<file path="config.mk">
export PLATFORM = sky130hd
export DESIGN_NAME = fb_line_fetch_arbiter
export DESIGN_NICKNAME = d
export VERILOG_FILES = /design/src/rtl/fb_pkg.sv /design/src/rtl/fb_fetch_trigger.sv /design/src/rtl/fb_line_fetch_arbiter.sv
export SDC_FILE = /design/constraint.sdc
export NUM_CORES = 1
export LEC_CHECK = 0
export ABC_AREA = 1
export BUFFER_PORTS_ARGS = -buffer_cell sky130_fd_sc_hd__clkbuf_2
export CAP_MARGIN = 20
export CORE_MARGIN = 2
export CORE_UTILIZATION = 38
export CTS_CLUSTER_SIZE = 28
export DETAILED_ROUTE_END_ITERATION = 7
export PLACE_DENSITY = 0.77
export SLEW_MARGIN = 20
export SYNTH_ARGS = -nofsm -noshare
export SYNTH_HDL_FRONTEND = slang
export SYNTH_SLANG_ARGS = --single-unit
export TNS_END_PERCENT = 100
</file>
<file path="constraint.sdc">
create_clock -name clk -period 1.7 [get_ports clk]
set_input_delay 0.34 -clock clk [delete_from_list [all_inputs] [get_ports clk]]
set_output_delay 0.34 -clock clk [all_outputs]
set_load 0.02 [all_outputs]
</file>
<file path="src/rtl/fb_pkg.sv">
// Shared types and default geometry for the framebuffer line-fetch arbiter.
package fb_pkg;
    typedef enum logic {IDLE = 1'b0, BURST = 1'b1} fb_state_t;

    localparam int FB_WORDS_PER_LINE = 32;
    localparam int FB_LINES          = 384;
    localparam int FB_V_LAST         = 403;
    localparam int FB_FETCH_X        = 512;

    function automatic int fb_addr_w(input int lines, input int wpl);
        return $clog2(lines * wpl);
    endfunction
endpackage

</file>
<file path="src/rtl/fb_fetch_trigger.sv">
// Edge-detects the prefetch column and works out which line to fetch next.
module fb_fetch_trigger
    import fb_pkg::*;
#(
    parameter int LINES   = FB_LINES,
    parameter int V_LAST  = FB_V_LAST,
    parameter int FETCH_X = FB_FETCH_X,
    parameter int LINE_W  = 9
) (
    input  logic              clk,
    input  logic              reset,
    input  logic [9:0]        pix_x,
    input  logic [9:0]        pix_y,
    output logic              trig,
    output logic              trig_ok,
    output logic [LINE_W-1:0] line
);
    localparam logic [9:0]  FX = 10'(FETCH_X);
    localparam logic [9:0]  VL = 10'(V_LAST);
    localparam logic [10:0] LN = 11'(LINES);

    logic [9:0]  prev_x;
    logic [10:0] y_next;
    logic        wrap;
    logic        fits;

    always_ff @(posedge clk) begin
        if (reset) prev_x <= '0;
        else       prev_x <= pix_x;
    end

    // A counter parked on FETCH_X fires only once.
    assign trig    = (pix_x == FX) && (prev_x != FX);
    assign y_next  = {1'b0, pix_y} + 11'd1;
    assign wrap    = (pix_y == VL);
    assign fits    = (y_next < LN);
    assign trig_ok = trig && (fits || wrap);
    assign line    = wrap ? '0 : LINE_W'(y_next);
endmodule

</file>
<file path="src/rtl/fb_line_fetch_arbiter.sv">
// Single-port framebuffer arbiter: per-line display burst into a banked line
// buffer, with the pixel writer filling every slot the burst leaves free.
module fb_line_fetch_arbiter
    import fb_pkg::*;
#(
    parameter int WORDS_PER_LINE = FB_WORDS_PER_LINE,
    parameter int LINES          = FB_LINES,
    parameter int V_LAST         = FB_V_LAST,
    parameter int FETCH_X        = FB_FETCH_X,
    parameter int ADDR_W         = fb_addr_w(FB_LINES, FB_WORDS_PER_LINE),
    parameter int DATA_W         = 16
) (
    input  logic                              clk,
    input  logic                              reset,
    input  logic [9:0]                        pix_x,
    input  logic [9:0]                        pix_y,
    input  logic                              wr_valid,
    output logic                              wr_ready,
    input  logic [ADDR_W-1:0]                 wr_addr,
    input  logic [DATA_W-1:0]                 wr_data,
    output logic                              mem_en,
    output logic                              mem_we,
    output logic [ADDR_W-1:0]                 mem_addr,
    output logic [DATA_W-1:0]                 mem_wdata,
    input  logic [DATA_W-1:0]                 mem_rdata,
    output logic                              lb_we,
    output logic                              lb_bank,
    output logic [$clog2(WORDS_PER_LINE)-1:0] lb_addr,
    output logic [DATA_W-1:0]                 lb_wdata,
    output logic                              fetch_busy,
    output logic                              overrun
);
    localparam int LB_AW  = $clog2(WORDS_PER_LINE);
    localparam int LINE_W = ADDR_W - LB_AW;

    fb_state_t         state;
    logic [LB_AW-1:0]  count;
    logic [LB_AW-1:0]  count_nxt;
    logic [LINE_W-1:0] line;
    logic              trig;
    logic              trig_ok;
    logic [LINE_W-1:0] trig_line;

    fb_fetch_trigger #(
        .LINES  (LINES),
        .V_LAST (V_LAST),
        .FETCH_X(FETCH_X),
        .LINE_W (LINE_W)
    ) u_trig (
        .clk    (clk),
        .reset  (reset),
        .pix_x  (pix_x),
        .pix_y  (pix_y),
        .trig   (trig),
        .trig_ok(trig_ok),
        .line   (trig_line)
    );

    assign count_nxt  = count + 1'b1;
    assign wr_ready   = (state == IDLE) && !trig && !reset;
    assign fetch_busy = (state == BURST);
    assign lb_wdata   = mem_rdata;

    // count always names the read currently on the bus, so the line buffer
    // simply trails the RAM strobe by one cycle.
    always_ff @(posedge clk) begin
        if (reset) begin
            state     <= IDLE;
            count     <= '0;
            line      <= '0;
            overrun   <= 1'b0;
            mem_en    <= 1'b0;
            mem_we    <= 1'b0;
            mem_addr  <= '0;
            mem_wdata <= '0;
            lb_we     <= 1'b0;
            lb_bank   <= 1'b0;
            lb_addr   <= '0;
        end else begin
            lb_we   <= mem_en && !mem_we;
            lb_addr <= count;
            lb_bank <= line[0];
            mem_en  <= 1'b0;
            mem_we  <= 1'b0;
            if (trig_ok && state == BURST) overrun <= 1'b1;
            case (state)
                IDLE: begin
                    if (trig_ok) begin
                        state    <= BURST;
                        count    <= '0;
                        line     <= trig_line;
                        mem_en   <= 1'b1;
                        mem_addr <= {trig_line, {LB_AW{1'b0}}};
                    end else if (wr_valid && wr_ready) begin
                        mem_en    <= 1'b1;
                        mem_we    <= 1'b1;
                        mem_addr  <= wr_addr;
                        mem_wdata <= wr_data;
                    end
                end
                BURST: begin
                    if (&count) begin
                        state <= IDLE;
                    end else begin
                        count    <= count_nxt;
                        mem_en   <= 1'b1;
                        mem_addr <= {line, count_nxt};
                    end
                end
                default: state <= IDLE;
            endcase
        end
    end
endmodule
</file>
==> metrics.txt <==
vias after detailed routing 3,061; switch share 25.6%; clock power share 41.9%; register area share after synthesis 42.7%; Longest Clk Path Bufs 2; max-cap check violation count 0; crit path max-delay cell type dfxtp_1; die area 8750 um2; clk_lat worst skew 0.34 ns; Simple-Gate Fraction of Synth Area 33.7%; Nets 611; Die H 93.6 um; diode count 0; Combinational Power Share 12.7%; Final Hold Viols 0; Avg Synthesized Cell Area 7.15 um2; P_int 2.63 mW; Final Util 52.6%; GRT Util Overall 17.9%; Cell Rows 32; share of layout cells above drive strength 1 34.7%; drt via density 4.74; first-pass GRT wire length 12,400 um; status finished clean; vias in the first global route 2,796; CTS Buf Count 9; Final HPWL DP 5860 um; Worst setup SP type register; initial antenna violation count 0; crit end category primary output; design area 4090 um2; WS Path Type register to primary output; DRT Wirelength 7840 um; crit-path cells nor2_1, and3_1, nand2_1, nand2_2, nand2_2, inv_2, buf_8; CP Max Fanout 2; worst-margin pin slew 0.257 ns; Worst Hold Class primary input to register; Crit path buffers/inverters 2; most used cell, CP nand2_2; Top Family by Delay on Critical Path simple AND/OR/NAND/NOR gates; Power Dens Cells 865 nW/um2; Num Clock Sinks 65; ANT nets after route 0; Max Slew Vio Count 0; Initial Util 39.2%; Netlist cell types 32; Synth Area in Compound Gates 8.99%; sequential power share 45.4%; Tcrit/Tclk final 95.8%; Die X-Extent 93.6 um; RePlAce Congestion 0.888; multiplexer area fraction after synthesis 0%; clock root cell clkbuf_8; CP max stage delay 0.30 ns; Tmin final 1.63 ns; CTS tree built; setup violators final 0; most common cell after layout, fill and taps aside nand2_1; P&R area growth vs syn 34.1%; Mapped Area 3050 um2; Worst EP required 1.36 ns; Seq cells post-synth 65; main combinational cell family by area after synthesis simple AND/OR/NAND/NOR gates; CTS Hold Bufs 0; FF/Latch Area 1300 um2; RSZ-0062 raised after global routing yes; Leakage 2.02 nW; WL/cell 12.1 um; Initial DRC Count 130; Critical Path AT 1.29 ns; dpl ws -0.194 ns; filler instances 785; Remaining DRCs 0; Setup Skew 0.0103 ns; dpl cell area 3770 um2; Synth Area in XOR/XNOR 1.15%; Synth Area in Adders 1.23%; largest net degree at the start of global routing 27; P_sw 0.906 mW; Mapped Nets 498; core box area 7770 um2; slew margin rel. 82.7%; synth warn 0; Mapped Cells 426; gr ovfl total 0; VDD IR max 0.421 mV; multi-input logic area 1470 um2; Worst-path clk slew 0.08 ns; most frequent cells in the layout nand2_1, clkbuf_2, dfxtp_1, nor2_1, inv_1; Port-buffer cells 94; # IOs 127; Max Freq 0.614 GHz; CTS H-tree lvls 3; fin worst setup slack 0.0714 ns; TritonRoute pass-1 iters 4
==> per-layer routing <==
layer | up-vias | track usage, % | wire length (um)
met2 | 83 | 28.5 | 3760
li1 | 1574 | - | -
met3 | 9 | 4.35 | 458
met5 | - | 0 | 0
met1 | 1395 | 23.6 | 3520
met4 | 0 | 6.28 | 91
==> flip-flops by register name (all words and copies together) (netlist names), 5 cells and up <==
register / flops
lb_addr: 5
mem_addr: 14
count: 5
u_trig.prev_x: 10
mem_wdata: 16
line: 9
==> cells by family (layout without fill, tap and decap cells) <==
kind of cell,count (synthesis),after routing
simple gates,224,225
buf+inv,78,195
flops,65,65
compound gates,52,52
xor+xnor,4,4
fa+ha+maj,3,3
==> final cells by class <==
type | instances | share of cell area, %
Timing Repair Buffer | 132 | 19.1
Inverter | 47 | 4.44
Clock inverter | 6 | 2.17
Tap cell | 102 | 3.12
Clock buffer | 10 | 3.37
Sequential cell | 65 | 31.9
Multi-Input combinational cell | 284 | 35.9
==> cell usage after synthesis <==
library cell	count	area, um2
buf_2	4	20.0
nand2_4	1	11.3
inv_2	2	7.51
and3_1	1	6.26
nor2_2	2	12.5
nand2_2	3	18.8
nand2_1	103	387
xnor2_1	1	8.76
o21a_1	1	7.51
clkbuf_1	8	30.0
a21oi_2	1	8.76
buf_4	17	128
xor2_1	3	26.3
buf_8	1	15.0
clkinv_1	2	7.51
a21oi_1	30	150
inv_1	43	161
nor3b_1	1	7.51
nor2_1	59	221
o21ai_1	9	45.0
nand4_1	14	87.6
nand3_1	31	155
nand3_4	3	52.6
nor3_1	1	5.00
nor2_8	1	20.0
ha_1	3	37.5
nor2_4	2	22.5
o21ai_0	8	40.0
o31ai_1	3	22.5
buf_1	1	3.75
dfxtp_1	65	1300
nand3_2	2	20.0
==> what timing repair did <==
item                                    4_1_cts  5_1_grt
pin swaps                                     3        9
buffers inserted                              1        1
endpoints found under the setup margin        6       27
cloned                                        0        1
endpoints found under the hold margin         0        0
gates resized for setup                       5       25
==> worst paths after layout <==
path,start,endpoint,slack [ns],cells past startpoint
worst max register to register,u_trig.prev_x[5]$_SDFF_PP0_,mem_addr[1]$_SDFFE_PP0P_,0.10,11
worst max-delay path,u_trig.prev_x[5]$_SDFF_PP0_,wr_ready,0.07,7
worst min register to register,mem_we$_SDFF_PP0_,lb_we$_SDFF_PP0_,0.42,1
worst min-delay path,pix_x[0],u_trig.prev_x[0]$_SDFF_PP0_,0.20,3
==> power groups by stage <==
stage               sequential [mW]  combinational (mW)  clock (mW)
floorplan                      1.69               0.243           0
global placement               1.64               0.421           0
detailed placement             1.64               0.429           0
CTS                            1.60               0.432        1.51
global route                   1.61               0.499        1.57
finish                         1.61               0.448        1.48
==> tightest hold or removal path: stages <==
cell and delay, ns:
clkbuf_2 0.09, inv_1 0.04, nor2_1 0.03
==> per-stage QoR <==
stage          TNS, ns  hold slack, ns  power [mW]  cells
2_1_floorplan        0           0.415        1.93    426
3_3_place_gp     -2.25           0.420        2.06    629
3_5_place_dp     -3.81           0.418        2.07    629
4_1_cts        -0.0308           0.191        3.55    645
5_1_grt        -0.0935           0.193        3.68    646
6_report             0           0.199        3.54    646
Power figures use the tool's default switching activity.
